`config.mk`:
```
export PLATFORM = sky130hd
export DESIGN_NAME = nvram_backup_ctrl
export DESIGN_NICKNAME = d
export VERILOG_FILES = /design/src/rtl/cdi_pkg.sv /design/src/rtl/nvram_backup_ctrl.sv
export SDC_FILE = /design/constraint.sdc
export NUM_CORES = 1
export LEC_CHECK = 0
export BUFFER_PORTS_ARGS = -buffer_cell sky130_fd_sc_hd__buf_2
export CAP_MARGIN = 15
export CELL_PAD_IN_SITES_DETAIL_PLACEMENT = 1
export CELL_PAD_IN_SITES_GLOBAL_PLACEMENT = 2
export CORE_ASPECT_RATIO = 0.8
export CORE_MARGIN = 4
export CORE_UTILIZATION = 25
export DETAILED_ROUTE_END_ITERATION = 8
export PLACE_DENSITY = 0.64
export SLEW_MARGIN = 15
export SYNTH_ARGS = -nofsm -noshare
export SYNTH_HDL_FRONTEND = slang
export SYNTH_SLANG_ARGS = --single-unit
```
`constraint.sdc`:
```
create_clock -name clk30 -period 5.25 [get_ports clk30]
set_input_delay 0.2625 -clock clk30 [delete_from_list [all_inputs] [get_ports clk30]]
set_output_delay 0.2625 -clock clk30 [all_outputs]
set_load 0.01 [all_outputs]
```
`src/rtl/cdi_pkg.sv`:
```
// Shared definitions for the CD-i NVRAM save/restore logic.
//   - nvram_state_t : states of the NVRAM backup/restore controller
//   - CDI_SECTORS   : number of 512-byte sectors covering the 8 kB NVRAM
//   - CDI_SECTOR_BYTES / CDI_SECTOR_ADDR_W : sector size and byte-offset width
package cdi_pkg;

  localparam int CDI_SECTORS       = 16;
  localparam int CDI_SECTOR_BYTES  = 512;
  localparam int CDI_SECTOR_ADDR_W = $clog2(CDI_SECTOR_BYTES);

  typedef enum logic [2:0] {
    WAIT_MOUNT,
    RD_REQ,
    RD_XFER,
    READY,
    WR_REQ,
    WR_XFER
  } nvram_state_t;

endpackage

```
`src/rtl/nvram_backup_ctrl.sv`:
```
// NVRAM backup/restore controller.
// Restores the 8 kB NVRAM from the mounted save image sector by sector, then
// grants the CPU access. CPU writes mark the NVRAM dirty; after AUTOSAVE_IDLE
// cycles without further CPU writes, or on an OSD "save now" request, the
// whole NVRAM is written back to the image.
//
// Ports:
//   clk30, reset_n               clock, asynchronous active-low reset
//   img_mounted, img_size_nz     image mount pulse and non-empty flag
//   backup_req                   OSD save-now pulse
//   sd_rd, sd_wr, sd_lba         sector request to the HPS
//   sd_ack                       HPS transfer active for current sector
//   sd_buff_addr/dout/wr         HPS byte offset, restore byte and strobe
//   sd_buff_din                  backup byte to the HPS
//   nvram_backup_restore_adr     NVRAM port-B address
//   nvram_restore_data/write     NVRAM port-B write data and enable
//   nvram_backup_data            NVRAM port-B read data (1-cycle latency)
//   nvram_cpu_changed            pulse per CPU NVRAM write
//   nvram_allow_cpu_access       CPU may use the NVRAM
//   busy                         restore or backup in progress
//
// Sector handshake: sd_rd (restore) or sd_wr (backup) is held high in the
// request state until the HPS raises sd_ack; the rising edge of sd_ack moves
// the FSM into the transfer state, dropping the request on the next cycle.
// The HPS then moves bytes while sd_ack is high; the falling edge of sd_ack
// completes the sector. Only one of sd_rd / sd_wr is ever asserted.
module nvram_backup_ctrl
  import cdi_pkg::*;
#(
  parameter int AUTOSAVE_IDLE = 30000000,
  parameter int SECTORS       = CDI_SECTORS
) (
  input  logic        clk30,
  input  logic        reset_n,
  input  logic        img_mounted,
  input  logic        img_size_nz,
  input  logic        backup_req,
  output logic        sd_rd,
  output logic        sd_wr,
  output logic [3:0]  sd_lba,
  input  logic        sd_ack,
  input  logic [8:0]  sd_buff_addr,
  input  logic [7:0]  sd_buff_dout,
  input  logic        sd_buff_wr,
  output logic [7:0]  sd_buff_din,
  output logic [12:0] nvram_backup_restore_adr,
  output logic [7:0]  nvram_restore_data,
  output logic        nvram_restore_write,
  input  logic [7:0]  nvram_backup_data,
  input  logic        nvram_cpu_changed,
  output logic        nvram_allow_cpu_access,
  output logic        busy
);

  localparam logic [24:0] IDLE_LIMIT  = 25'(AUTOSAVE_IDLE);
  localparam logic [3:0]  LAST_SECTOR = 4'(SECTORS - 1);

  nvram_state_t state, state_nxt;
  logic [3:0]   sector, sector_nxt;
  logic         sd_ack_q;
  logic         ack_rise, ack_fall;
  logic         dirty, save_pending;
  logic [24:0]  idle_cnt, idle_nxt;
  logic         xfer_active;
  logic         autosave_due;
  logic         start_backup;

  assign ack_rise    = sd_ack & ~sd_ack_q;
  assign ack_fall    = ~sd_ack & sd_ack_q;
  assign xfer_active = (state == RD_REQ) || (state == RD_XFER) ||
                       (state == WR_REQ) || (state == WR_XFER);

  // The idle counter is held at zero while a transfer runs, so a CPU write
  // made during a backup schedules the next autosave a full idle period after
  // that backup finishes rather than immediately on return to READY.
  always_comb begin
    idle_nxt = idle_cnt;
    if (nvram_cpu_changed || xfer_active) begin
      idle_nxt = '0;
    end else if (dirty && (idle_cnt != IDLE_LIMIT)) begin
      idle_nxt = idle_cnt + 25'd1;
    end
  end

  // Decided on the value the counter takes at this edge, so the write request
  // appears exactly AUTOSAVE_IDLE cycles after the last CPU write.
  assign autosave_due = dirty && (idle_nxt == IDLE_LIMIT);

  always_comb begin
    state_nxt    = state;
    sector_nxt   = sector;
    start_backup = 1'b0;
    case (state)
      WAIT_MOUNT: begin
        if (img_mounted) begin
          sector_nxt = '0;
          state_nxt  = img_size_nz ? RD_REQ : READY;
        end
      end
      RD_REQ: begin
        if (ack_rise) state_nxt = RD_XFER;
      end
      RD_XFER: begin
        if (ack_fall) begin
          if (sector == LAST_SECTOR) begin
            sector_nxt = '0;
            state_nxt  = READY;
          end else begin
            sector_nxt = sector + 4'd1;
            state_nxt  = RD_REQ;
          end
        end
      end
      READY: begin
        // A fresh non-empty image takes priority; a simultaneous save request
        // stays latched in save_pending.
        if (img_mounted && img_size_nz) begin
          sector_nxt = '0;
          state_nxt  = RD_REQ;
        end else if (backup_req || save_pending || autosave_due) begin
          sector_nxt   = '0;
          state_nxt    = WR_REQ;
          start_backup = 1'b1;
        end
      end
      WR_REQ: begin
        if (ack_rise) state_nxt = WR_XFER;
      end
      WR_XFER: begin
        if (ack_fall) begin
          if (sector == LAST_SECTOR) begin
            sector_nxt = '0;
            state_nxt  = READY;
          end else begin
            sector_nxt = sector + 4'd1;
            state_nxt  = WR_REQ;
          end
        end
      end
      default: state_nxt = WAIT_MOUNT;
    endcase
  end

  always_ff @(posedge clk30 or negedge reset_n) begin
    if (!reset_n) begin
      state    <= WAIT_MOUNT;
      sector   <= '0;
      sd_ack_q <= 1'b0;
      idle_cnt <= '0;
    end else begin
      state    <= state_nxt;
      sector   <= sector_nxt;
      sd_ack_q <= sd_ack;
      idle_cnt <= idle_nxt;
    end
  end

  // A CPU write in the same cycle as the backup start wins, so that write is
  // covered by a later autosave.
  always_ff @(posedge clk30 or negedge reset_n) begin
    if (!reset_n) begin
      dirty <= 1'b0;
    end else if (nvram_cpu_changed) begin
      dirty <= 1'b1;
    end else if (start_backup) begin
      dirty <= 1'b0;
    end
  end

  always_ff @(posedge clk30 or negedge reset_n) begin
    if (!reset_n) begin
      save_pending <= 1'b0;
    end else if (start_backup) begin
      save_pending <= 1'b0;
    end else if (backup_req) begin
      save_pending <= 1'b1;
    end
  end

  assign sd_rd                    = (state == RD_REQ);
  assign sd_wr                    = (state == WR_REQ);
  assign sd_lba                   = sector;
  assign nvram_backup_restore_adr = {sector, sd_buff_addr[CDI_SECTOR_ADDR_W-1:0]};
  assign nvram_restore_data       = sd_buff_dout;
  assign nvram_restore_write      = (state == RD_XFER) && sd_buff_wr && sd_ack;
  // The NVRAM read latency lines up with the HPS one-cycle read latency.
  assign sd_buff_din              = nvram_backup_data;
  assign nvram_allow_cpu_access   = (state == READY) || (state == WR_REQ) ||
                                    (state == WR_XFER);
  assign busy                     = xfer_active;

endmodule

```
# After elaboration in Yosys (flattened, before gate mapping)
# Index checks and enable logic that the tools add are counted.
[word_totals]
romBits = 0
regBits = 35
in_bits = 33
ram_bits = 0
out_inout_bits = 38
mem_count = 0
latchBits = 0
[classes]
n_eq_ne = 15
n_mul = 0
addsub = 2
n_div = 0
n_lt_le_gt_ge = 0
n_mux = 26
n_reduce_logical = 20
shifts = 0
n_bitwise = 4
[ops]
columns = ["operator", "count"]
rows = [
  ["$mux 25", 2],
  ["$add 25x1->25 const B", 1],
  ["$eq 25x25->1 const B", 1],
  ["$ne 25x25->1 const B", 1],
  ["$mux 3", 8],
  ["$mux 4", 5],
  ["$pmux 3 s6", 1],
  ["$pmux 4 s3", 1],
  ["$logic_or 1x1->1", 8],
  ["$mux 1", 7],
  ["$eq 3x2->1 const B", 2],
  ["$eq 3x3->1 const B", 2],
  ["$ne 2x1->1 const B", 3],
  ["$ne 2x2->1 const B", 3],
  ["$reduce_and 6->1", 1],
  ["$logic_and 1x1->1", 5],
  ["$add 4x1->4 const B", 1],
  ["$eq 4x4->1 const B", 1],
  ["$mux 2", 2],
  ["$reduce_and 4->1", 1],
  ["$reduce_bool 2->1", 2],
  ["$eq 3x1->1 const B", 1],
  ["$logic_not 3->1", 1],
  ["$ne 3x3->1 const B", 1],
  ["other kinds (4)", 6],
]

# Logic depth before layout (Yosys ltp)
# Gate-level depths: netlist of the first run.
[depth]
depth_word = 14
depth_mapped = 9
depth_no_buf = 8

# Worst setup path after synthesis of the first run
# No wires, ideal clock.
[synth_timing]
kind = "reg2reg"
startpoint = "register idle_cnt[1]"
endpoint = "register state[2]"
setup_time_ns = 0.086
period_less_slack_ns = 2.538
path_stages_with_launch = 9
slack_ns = 2.712
arrival_ns = 2.452
path_cell_list = "dfrtp_1 ha_1 clkbuf_2 nand3_1 or3_2 a2111oi_1 o2111ai_2 or3_1 o221ai_2"
[synth_via]
elab_chain_cells = 9
[synth_rtl]
columns = ["element", "line_no", "text"]
rows = [
  ["from (decl)", "nvram_backup_ctrl.sv:63", "logic [24:0] idle_cnt, idle_nxt;"],
  ["from (signal assigned)", "nvram_backup_ctrl.sv:154", "idle_cnt <= idle_nxt;"],
  ["parallel branches: the longest is 2 deep, another holds $add 25x1->25", "--", ""],
  ["$mux 25 (*)", "nvram_backup_ctrl.sv:80", "end else if (dirty && (idle_cnt != IDLE_LIMIT)) begin"],
  ["$mux 25 (*)", "nvram_backup_ctrl.sv:78", "if (nvram_cpu_changed || xfer_active) begin"],
  ["$eq 25x25->1 (*)", "nvram_backup_ctrl.sv:87", "assign autosave_due = dirty && (idle_nxt == IDLE_LIMIT);"],
  ["$logic_and 1x1->1 (*)", "nvram_backup_ctrl.sv:87", ""],
  ["$logic_or 1x1->1 (*)", "nvram_backup_ctrl.sv:120", "end else if (backup_req || save_pending || autosave_due) begin"],
  ["$ne 3x3->1 (no line) (*)", "--", ""],
  ["$reduce_and 6->1 (no line) (*)", "--", ""],
  ["to (signal assigned)", "nvram_backup_ctrl.sv:151", "state <= state_nxt;"],
  ["to (decl)", "nvram_backup_ctrl.sv:58", "nvram_state_t state, state_nxt;"],
]
# Every way passes the cells marked *.
# A chain may end at the register's enable or synchronous reset.

# Worst setup path in the final report of the first run
[layout_timing]
startpoint = "register idle_cnt[1]"
endpoint = "register sector[3] (netlist: sd_lba[3])"
[layout_via]
elab_chain_cells = 9
[layout_rtl]
columns = ["element", "line_no", "text"]
rows = [
  ["parallel branches: the longest is 2 deep, another holds $add 25x1->25", "--", ""],
  ["$mux 25 (*)", "nvram_backup_ctrl.sv:80", ""],
  ["$mux 25 (*)", "nvram_backup_ctrl.sv:78", ""],
  ["$eq 25x25->1 (*)", "nvram_backup_ctrl.sv:87", ""],
  ["$logic_and 1x1->1 (*)", "nvram_backup_ctrl.sv:87", ""],
  ["$logic_or 1x1->1 (*)", "nvram_backup_ctrl.sv:120", ""],
  ["$ne 3x3->1 (no line) (*)", "--", ""],
  ["$reduce_and 4->1 (no line) (*)", "--", ""],
  ["to (signal assigned)", "nvram_backup_ctrl.sv:152", "sector <= sector_nxt;"],
  ["to (decl)", "nvram_backup_ctrl.sv:59", "logic [3:0] sector, sector_nxt;"],
]
# Marked as above.

==> metrics.md, run 1 <==
| Metric | Value |
|---|---|
| H-tree depth | 2 |
| Syn. warnings | 0 |
| Setup Buffers After CTS | 0 |
| Aggregate global-route resource usage | 12.66% |
| CTS Sinks | 35 |
| Core Area | 10,360 um^2 |
| Simple-gate share of the synthesized area | 31.22% |
| Initial antenna violation count | 0 |
| Yosys cell types | 64 |
| Detailed Route WL | 7464 um |
| Post-CTS Resized | 0 |
| FF+latch count, synth | 35 |
| Type of the most critical hold path | primary input to async pin |
| Die height | 100.7 um |
| RSZ-0062 raised after global routing | no |
| Mux contribution to synthesized area | 0.3728% |
| Initial core utilization | 25.91% |
| Total DRC errors in the routed layout | 0 |
| Synth Instances | 315 |
| Commonest cells after routing, fill and taps aside | dfrtp_1, nor2_1, nand2_1, buf_2, a21oi_1 |
| Worst r2r src | idle_cnt[1]$_DFF_PN0_ |
| Total Power | 0.001088 W |
| Share of layout cells above drive strength 1 | 14.33% |
| Least-Margin Pin Slew | 0.8339 ns |
| Reg-to-reg setup timing slack | 2.10 ns |
| Critical path, cell by cell | ha_1, nand3_1, nor3_1, a31oi_1, a2111oi_1, o2111ai_2, nor3_1, o21ai_0 |
| Max Cap Viol | 0 |
| Clk slew on worst S/H paths | 0.06 ns |
| Die X | 123.9 um |
| Fillers | 1,229 |
| Xor-xnor portion of the synthesized cell area | 4.893% |
| P_leak | 1.070 nW |
| Mapped Nets | 351 |
| Max stage delay on crit path | 0.52 ns |
| First-pass detailed-route iteration total | 4 |
| Fraction of the mapped netlist area in adder cells | 1.398% |
| Final hold vios | 0 |
| Num ports | 71 |
| Worst-Skew Late Latency | 0.28 ns |
| Gpl congestion | 0.8234 |
| Max Slew Vio Count | 0 |
| Die Footprint | 12,470 um^2 |
| Met3 Resource Use GR | 2.357% |
| Vias per cell | 5.034 |
| CP startpoint kind | flip-flop |
| Nets@finish | 336 |
| Mapped cell area | 2685 um^2 |
| Busiest metal layer after global routing | met1 |
| F_max | 0.3178 GHz |
| Crit path kind | flip-flop to flip-flop |
| Status | complete, no violations |
| Clock buffer depth | 2 |
| CP max FO | 8 |
| DP HPWL | 5574 um |
| CTS tree | done |
| Cell Rows | 33 |
| Power per Cell Area | 385.0 nW/um^2 |
| Num CTS Buffers | 5 |
| ANT cells | 0 |
| Dpl cells | 433 |
| R2R depth | 8 |
| Worst EP required | 5.40 ns |
| Post-route ant nets | 0 |
| Via Count | 2,215 |
| Compound-Gate Fraction of Synth Area | 16.78% |
| Total grt overflow | 0 |
| P&R area growth vs syn | 5.266% |
| Worst r2r dst | sd_lba[3]$_DFFE_PN0P_ |
| PortBufs | 20 |
| Most frequent CP cell | nor3_1 |
| Met1 usage | 19.94% |
| Number of synthesized flops with an enable pin | 0 |
| Worst vdd ir | 0.0001485 V |
| Final min period | 3.147 ns |
| Post-synth ARST share | 100.0% |
| Crit end category | flip-flop |
| Post-route insts no fill | 440 |
| Vias in the first global route | 2,204 |
| Seq/Total Area, Yosys | 32.62% |
| Largest net degree at the start of global routing | 36 |
| Final setup viols | 0 |
| Final Skew | 0.01225 ns |
| 1st-iter DRT viols | 110 |
| Final cycle utilization of the critical path | 59.94% |
| Met2 Resource Use GR | 17.37% |
| Avg WL per Cell | 16.96 um |
| Most used DFF post-synth | dfrtp_1 |
| Critical Path AT | 3.30 ns |
| Slew HR | 44.40% |
| Final setup TNS | 0 ns |
| Critical path's slowest cell | a2111oi_1 |
| Most common cell after layout, fill and taps aside | dfrtp_1 |
| Mapped Avg Cell Area | 8.524 um^2 |
| Largest family of logic cells by synthesized area | simple AND/OR/NAND/NOR gates |
| CTS root buffer | clkbuf_16 |
| Worst hold slack | 0.08411 ns |
| Global-route wire length before repair | 12,390 um |
| Hold_buf cts | 0 |
[report_power, final]
group          internal, W  total [W]  switching [W]
combinational     0.000144   0.000361       0.000217
sequential        0.000304   0.000391      0.0000864
clock             0.000221   0.000337       0.000115
total             0.000669    0.00109       0.000419
[stage by stage]
step	setup WS, ns	utilization (%)	instance area [um^2]
6_report	2.103	27.27	2826
3_3_place_gp	2.002	25.70	2664
3_5_place_dp	2.132	25.70	2664
4_1_cts	2.130	27.27	2826
2_1_floorplan	2.712	-	2685
5_1_grt	1.781	27.27	2826
[routing by layer]
metal,vias to the layer above,share of wire [%]
li1,1089,-
met1,1077,54
met2,37,41
met3,12,3.7
met4,0,1.2
met5,-,0
[Yosys cell counts (4+ instances only)]
library cell	count	area (um^2)
dfrtp_1	35	875.8
buf_4	32	240.2
nor2_1	29	108.9
nand2_1	27	101.4
a21oi_1	17	85.08
o21ai_0	16	80.08
nand3_1	15	75.07
xnor2_1	11	96.34
and4_1	10	87.58
inv_1	9	33.78
nand4_1	9	56.30
nor4_1	8	50.05
and3_1	7	43.79
nor3_1	6	30.03
clkbuf_1	5	18.77
nand2b_1	5	31.28
nor2b_1	4	25.02
xor2_1	4	35.03
[worst max path at each step]
| stage | start | end |
|---|---|---|
| after CTS | idle_cnt[1]$_DFF_PN0_ | sd_lba[3]$_DFFE_PN0P_ |
| after detailed placement | idle_cnt[1]$_DFF_PN0_ | sd_lba[2]$_DFFE_PN0P_ |
| final | idle_cnt[1]$_DFF_PN0_ | sd_lba[3]$_DFFE_PN0P_ |
| after global placement | idle_cnt[1]$_DFF_PN0_ | sd_lba[2]$_DFFE_PN0P_ |
| after floorplan | idle_cnt[1]$_DFF_PN0_ | state[2]$_DFFE_PN0P_ |
| after global routing | idle_cnt[1]$_DFF_PN0_ | sd_lba[3]$_DFFE_PN0P_ |
[layout make-up]
class / instances / area [um^2] / area share, %
Multi-Input combinational cell: 228 / 1471 / 52.06
Sequential cell: 35 / 875.8 / 30.99
Tap cell: 140 / 175.2 / 6.197
Clock buffer: 5 / 125.1 / 4.427
Timing Repair Buffer: 21 / 107.6 / 3.807
Clock inverter: 2 / 37.54 / 1.328
Inverter: 9 / 33.78 / 1.195
[kinds of logic (layout without fill, tap and decap cells)]
| kind of cell | count (synthesis) | after routing |
|---|---|---|
| AOI/OAI and AO/OA | 65 | 65 |
| DFF | 35 | 35 |
| adders and majority gates | 3 | 3 |
| muxes | 1 | 1 |
| xor gates and xnor gates | 15 | 15 |
| buffers and inverters | 52 | 37 |
| and+or+nand+nor | 144 | 144 |
[registers in the layout, indices dropped and copies added (netlist names)]
name	flops
dirty	1
idle_cnt	25
save_pending	1
sd_ack_q	1
sd_lba	4
state	3
[critical path, delay by kind of cell (launching register included)]
kind                       cells  cell delay (ns)
adders and majority gates      1             0.36
DFF                            1             0.44
and+or+nand+nor                3             1.03
AOI/OAI and AO/OA              4             1.19
Power figures use the tool's default switching activity.
==> inputs of run 2 (changes only) <==
Settings changed: PLACE_DENSITY 0.64 to 0.67.
Clock period 5.25 ns to 2.8 ns, I/O delays scaled along.
==> run 2 against run 1 <==
Compared with the run above:
- the flow now finishes with violations (negative hold slack)
- wire length is 9.3% higher
- die area stayed put
- clock skew decreased by 0.0080 ns
- critical path depth grew 1
- fmax rose by 17%
==> metrics.md, run 2 (synthesis results as in run 1) <==
| Metric | Value |
|---|---|
| Status | finished with violations (was complete, no violations) |
| Violated checks | negative hold slack |
| CTS tree | done (unchanged) |
| CP startpoint kind | flip-flop (unchanged) |
| Num CTS Buffers | 5 (unchanged) |
| Num ports | 71 (unchanged) |
| Post-route setup slack | 0.1019 ns (was 2.103 ns) |
| Worst EP required | 3.00 ns (was 5.40 ns) |
| Die Footprint | 12,470 um^2 (unchanged) |
| F_max | 0.3706 GHz (was 0.3178 GHz) |
| Critical path's slowest cell | or4b_4 (was a2111oi_1) |
| Global-route wire length before repair | 13,100 um (was 12,390 um) |
| Aggregate global-route resource usage | 13.64% (was 12.66%) |
| Max reg flops | 25 (unchanged) |
| Post-route insts no fill | 474 (was 440) |
| Gpl congestion | 0.8260 (was 0.8234) |
| Via Count | 2,391 (was 2,215) |
| H-tree depth | 2 (unchanged) |
| Cell internal pwr | 0.001261 W (was 0.0006694 W) |
| Initial core utilization | 25.91% (unchanged) |
| Combinational share of power | 41.4% (was 33.2%) |
| Slew HR | 41.64% (was 44.40%) |
| Net Sw Power | 0.0008123 W (was 0.0004189 W) |
| Vias per cell | 5.044 (was 5.034) |
| Final hold vios | 35 (was 0) |
| Final Skew | 0.004288 ns (was 0.01225 ns) |
| Least-Margin Pin Slew | 0.8754 ns (was 0.8339 ns) |
| Type of the most critical hold path | primary input to async pin (unchanged) |
| Core Area | 10,360 um^2 (unchanged) |
| Vias in the first global route | 2,444 (was 2,204) |
| Final setup TNS | 0 ns (unchanged) |
| Detailed Route WL | 8159 um (was 7464 um) |
| P_leak | 1.232 nW (was 1.070 nW) |
| Reg with most FFs | idle_cnt (unchanged) |
| Total grt overflow | 0 (unchanged) |
| Worst-Skew Late Latency | 0.28 ns (about the same) |
| CP max FO | 8 (unchanged) |
| PortBufs | 20 (unchanged) |
| Die X | 123.9 um (unchanged) |
| Dpl cells | 467 (was 433) |
| CP top delay family | simple AND/OR/NAND/NOR gates (was compound AO/OA/AOI/OAI gates) |
| CTS Sinks | 35 (unchanged) |
| Avg WL per Cell | 17.21 um (was 16.96 um) |
| Power per Cell Area | 660.6 nW/um^2 (was 385.0 nW/um^2) |
| First-pass detailed-route iteration total | 4 (unchanged) |
| Clk slew on worst S/H paths | 0.06 ns (about the same) |
| Hold_buf cts | 0 (unchanged) |
| Largest net degree at the start of global routing | 36 (unchanged) |
| Critical Path AT | 2.90 ns (was 3.30 ns) |
| Max Slew Vio Count | 0 (unchanged) |
| 1st-iter DRT viols | 150 (was 110) |
| Max Cap Viol | 0 (unchanged) |
| Final min period | 2.698 ns (was 3.147 ns) |
| Share of layout cells above drive strength 1 | 27.54% (was 14.33%) |
| P&R area growth vs syn | 16.92% (was 5.266%) |
| Pre-CTS WS | -0.09505 ns (was 2.132 ns) |
| Nets@finish | 370 (was 336) |
| Commonest cells after routing, fill and taps aside | buf_4, dfrtp_1, nor2_1, nand2_1, buf_2 (was dfrtp_1, nor2_1, nand2_1, buf_2, a21oi_1) |
| Final cycle utilization of the critical path | 96.36% (was 59.94%) |
| Worst hold slack | -0.02437 ns (was 0.08411 ns) |
| Initial antenna violation count | 0 (unchanged) |
| Sw Share | 39.17% (was 38.49%) |
| Sequential Power Share | 31.4% (was 35.9%) |
| Most common cell after layout, fill and taps aside | buf_4 (was dfrtp_1) |
| Crit path kind | flip-flop to flip-flop (unchanged) |
| Critical path, cell by cell | nor4_2, buf_4, and4_2, buf_4, a211o_1, a21oi_1, or4b_4, or3_1, o221ai_2 (was ha_1, nand3_1, nor3_1, a31oi_1, a2111oi_1, o2111ai_2, nor3_1, o21ai_0) |
| Die height | 100.7 um (unchanged) |
| Clock buffer depth | 2 (unchanged) |
| Final setup viols | 0 (unchanged) |
| Buf/Inv on CP | 2 (was 0) |
| ANT cells | 0 (unchanged) |
| Cell Rows | 33 (unchanged) |
| Total DRC errors in the routed layout | 0 (unchanged) |
| CTS root buffer | clkbuf_16 (unchanged) |
| Setup Buffers After CTS | 0 (unchanged) |
| End-of-flow core utilization | 30.29% (was 27.27%) |
| Post-route ant nets | 0 (unchanged) |
| Max stage delay on crit path | 0.58 ns (was 0.52 ns) |
| Crit end category | flip-flop (unchanged) |
| DP HPWL | 6188 um (was 5574 um) |
| Worst vdd ir | 0.0003099 V (was 0.0001485 V) |
| Clock Power Share | 27.2% (was 30.9%) |
| Most frequent CP cell | buf_4 (was nor3_1) |
run 2: changes by cell type in the layout (fill, tap and decap cells not counted), sizes merged:
| cell | delta |
|---|---|
| clkbuf | +1 |
| clkinv | +1 |
| bufinv | -1 |
| clkinvlp | -1 |
| buf | +34 |
run 2: worst paths after layout:
check,startpoint,endpoint,slack [ns],cells past startpoint
max,idle_cnt[10]$_DFF_PN0_,state[2]$_DFFE_PN0P_,0.10,9
min,reset_n,idle_cnt[11]$_DFF_PN0_,-0.02,1
max reg2reg,idle_cnt[10]$_DFF_PN0_,state[2]$_DFFE_PN0P_,0.10,9
min reg2reg,save_pending$_DFFE_PN0P_,save_pending$_DFFE_PN0P_,0.57,2
max in group asynchronous,reset_n,idle_cnt[10]$_DFF_PN0_,2.22,1
min in group clk30,sd_ack,sd_ack_q$_DFF_PN0_,0.02,1
run 2: stage by stage:
step / power, W / instance area (um^2)
after CTS: 0.002091 / 3082
after global placement: 0.001511 / 2919
final: 0.002074 / 3139
after detailed placement: 0.001513 / 2919
after floorplan: 0.001275 / 2685
after global routing: 0.002218 / 3139
run 2: power groups by stage:
| stage | sequential (W) | combinational [W] | clock [W] |
|---|---|---|---|
| after detailed placement | 0.000657 | 0.000856 | 0 |
| final | 0.000652 | 0.000858 | 0.000564 |
| after CTS | 0.000649 | 0.000862 | 0.000580 |
| after global placement | 0.000653 | 0.000858 | 0 |
| after floorplan | 0.000657 | 0.000617 | 0 |
| after global routing | 0.000669 | 0.000946 | 0.000604 |
run 2: repair_timing:
| item | in CTS | in global routing |
|---|---|---|
| endpoints found under the setup margin | 6 | 8 |
| pin swaps | 0 | 2 |
| resized for setup | 4 | 15 |
run 2: area by class of cell:
cell class,count,area [um^2]
inverters,9,33.78
fillers,1231,7224
flip-flops and latches,35,882.1
repair buffers,55,362.8
clock inverters,1,5.005
well taps,140,175.2
clock buffers,6,138.9
multi-input cells,228,1541
run 2: metal layers:
layer	global-route usage, %	vias up	wire length (um)
met3	2.862	4	428
met2	19.19	55	3446
met1	20.96	1171	4216
li1	-	1161	-
met4	3.404	0	67
met5	0	-	0
==> inputs of run 3 (changes only) <==
Settings changed: RECOVER_POWER set to 25.
==> run 3 against run 2 <==
Compared with the run above:
- the flow still finishes with violations (negative hold slack)
- register-to-register slack barely moved
- worst setup slack got worse by 0.0029 ns
- hold slack improved by 0.0016 ns
- sequential power barely moved
- critical path depth did not move
- design area barely moved
- non-clock buffer count did not move
- power barely moved
- largest cell class unchanged
- largest power group unchanged
==> metrics.md, run 3 (synthesis results as in run 1) <==
| Metric | Value |
|---|---|
| Final hold vios | 35 (unchanged) |
| Largest net degree at the start of global routing | 36 (unchanged) |
| PortBufs | 20 (unchanged) |
| Share of layout cells above drive strength 1 | 27.25% (was 27.54%) |
| Core Area | 10,360 um^2 (unchanged) |
| Post-place instance area | 2919 um^2 (unchanged) |
| CTS root buffer | clkbuf_16 (unchanged) |
| H-tree depth | 2 (unchanged) |
| Pre-CTS WS | -0.09505 ns (unchanged) |
| Max Cap Viol | 0 (unchanged) |
| Fillers | 1,232 (was 1,231) |
| F_max | 0.3702 GHz (was 0.3706 GHz) |
| Worst EP required | 3.00 ns (about the same) |
| Aggregate global-route resource usage | 13.64% (unchanged) |
| Max Slew Vio Count | 0 (unchanged) |
| End-of-flow core utilization | 30.28% (was 30.29%) |
| Worst vdd ir | 0.0003099 V (about the same) |
| Initial core utilization | 25.91% (unchanged) |
| Die Footprint | 12,470 um^2 (unchanged) |
| Global-route wire length before repair | 13,100 um (unchanged) |
| Final cycle utilization of the critical path | 96.47% (was 96.36%) |
| Cell Rows | 33 (unchanged) |
| Most common cell after layout, fill and taps aside | buf_4 (unchanged) |
| Reg with most FFs | idle_cnt (unchanged) |
| Final min period | 2.701 ns (was 2.698 ns) |
| Final setup viols | 0 (unchanged) |
| CP max FO | 8 (unchanged) |
| Area taken by multi-input logic gates | 1541 um^2 (unchanged) |
| Max reg flops | 25 (unchanged) |
| CP startpoint kind | flip-flop (unchanged) |
| CTS Sinks | 35 (unchanged) |
| CTS tree | done (unchanged) |
| Total grt overflow | 0 (unchanged) |
| Num CTS Buffers | 5 (unchanged) |
| Post-route setup slack | 0.09896 ns (was 0.1019 ns) |
| Worst r2r dst | state[2]$_DFFE_PN0P_ (unchanged) |
| R2R depth | 9 (unchanged) |
| Vias in the first global route | 2,444 (unchanged) |
| Violated checks | negative hold slack (unchanged) |
| Worst hold slack | -0.02281 ns (was -0.02437 ns) |
| Commonest cells after routing, fill and taps aside | buf_4, dfrtp_1, nor2_1, nand2_1, buf_2 (unchanged) |
| Final Skew | 0.004130 ns (was 0.004288 ns) |
| Vias per cell | 5.055 (was 5.044) |
| Least-Margin Pin Slew | 0.8788 ns (was 0.8754 ns) |
| Num ports | 71 (unchanged) |
| Reg-to-reg setup timing slack | 0.1 ns (was 0.10 ns) |
| ANT cells | 0 (unchanged) |
| Nets@finish | 370 (unchanged) |
| Avg WL per Cell | 17.23 um (was 17.21 um) |
| Via Count | 2,396 (was 2,391) |
| Worst r2r src | idle_cnt[10]$_DFF_PN0_ (unchanged) |
| Type of the most critical hold path | primary input to async pin (unchanged) |
| 1st-iter DRT viols | 154 (was 150) |
| DP HPWL | 6188 um (unchanged) |
| Initial antenna violation count | 0 (unchanged) |
| Detailed Route WL | 8166 um (was 8159 um) |
| First-pass detailed-route iteration total | 4 (unchanged) |
| Die X | 123.9 um (unchanged) |
| Power per Cell Area | 660.3 nW/um^2 (was 660.6 nW/um^2) |
| Total DRC errors in the routed layout | 0 (unchanged) |
| Slew HR | 41.41% (was 41.64%) |
| P&R area growth vs syn | 16.87% (was 16.92%) |
| Total Power | 0.002072 W (was 0.002074 W) |
| Status | finished with violations (unchanged) |
| Final instance area | 3138 um^2 (was 3139 um^2) |
| Worst-Skew Late Latency | 0.28 ns (about the same) |
| Die height | 100.7 um (unchanged) |
| Clk slew on worst S/H paths | 0.06 ns (about the same) |
| Critical Path AT | 2.90 ns (about the same) |
| Hold_buf cts | 0 (unchanged) |
| Post-route ant nets | 0 (unchanged) |
| Clock buffer depth | 2 (unchanged) |
| P_leak | 1.229 nW (was 1.232 nW) |
| Register area | 882.1 um^2 (unchanged) |
| Crit path kind | flip-flop to flip-flop (unchanged) |
| Gpl congestion | 0.8260 (unchanged) |
| Crit end category | flip-flop (unchanged) |
[run 3: cell types whose count changed in the layout (fill, tap and decap cells not counted), sizes merged]
cell / before / now
buf: 55 / 54
clkbuf: 6 / 7
[run 3: how the worst max path moves through the flow]
| stage | slack (ns) | to | depth (start not counted) | from |
|---|---|---|---|---|
| finish | 0.1 | state[2]$_DFFE_PN0P_ | 9 | idle_cnt[10]$_DFF_PN0_ |
| floorplan | 0.26 | state[2]$_DFFE_PN0P_ | 8 | idle_cnt[1]$_DFF_PN0_ |
| global route | -0.01 | state[2]$_DFFE_PN0P_ | 10 | idle_cnt[1]$_DFF_PN0_ |
| detailed placement | -0.1 | state[2]$_DFFE_PN0P_ | 8 | idle_cnt[23]$_DFF_PN0_ |
| CTS | 0.03 | state[2]$_DFFE_PN0P_ | 8 | idle_cnt[23]$_DFF_PN0_ |
| global placement | -0.02 | state[2]$_DFFE_PN0P_ | 8 | idle_cnt[23]$_DFF_PN0_ |
[run 3: power by group]
part	switching [W]	leakage (nW)	internal [W]
clock	0.000216	0.0727	0.000347
combinational	0.000517	0.694	0.000341
sequential	0.0000788	0.462	0.000573
total	0.000811	1.23	0.00126
[run 3: worst max-delay path: stages, from the launching register on]
cell and delay [ns]:
dfrtp_2 0.46, nor4_2 0.30, buf_4 0.16, and4_2 0.25, buf_4 0.13, a211o_1 0.11
a21oi_1 0.11, or4b_4 0.58, or3_1 0.35, o221ai_2 0.16
[run 3: timing repair]
action / 4_1_cts / 5_1_grt
pin swaps: 0 / 2
endpoints found under the setup margin: 6 / 8
gates resized for setup: 4 / 15
cloned: 0 / 0
buffers inserted: 0 / 0
[run 3: stage by stage]
step	instances	TNS, ns	hold WS [ns]
final	474	0	-0.02281
after global routing	474	-0.02397	0.05099
after CTS	474	0	0.01417
after detailed placement	467	-0.2750	0.2801
after global placement	467	-0.06366	0.2801
after floorplan	315	0	-0.1556
[run 3: cell type report]
cell class | instances | share of cell area (%)
tap | 140 | 5.582
clock buffer | 6 | 4.426
timing repair buffer | 55 | 11.52
sequential | 35 | 28.11
multi-input combinational | 228 | 49.12
clock inverter | 1 | 0.1595
inverter | 9 | 1.077
[run 3: routing by layer]
| metal | global-route usage (%) | share of wire, % | vias to the layer above | wire length [um] |
|---|---|---|---|---|
| li1 | - | - | 1160 | - |
| met1 | 20.96 | 52 | 1178 | 4215 |
| met2 | 19.19 | 42 | 54 | 3461 |
| met3 | 2.862 | 5.2 | 4 | 421 |
| met4 | 3.404 | 0.82 | 0 | 67 |
| met5 | 0 | 0 | - | 0 |
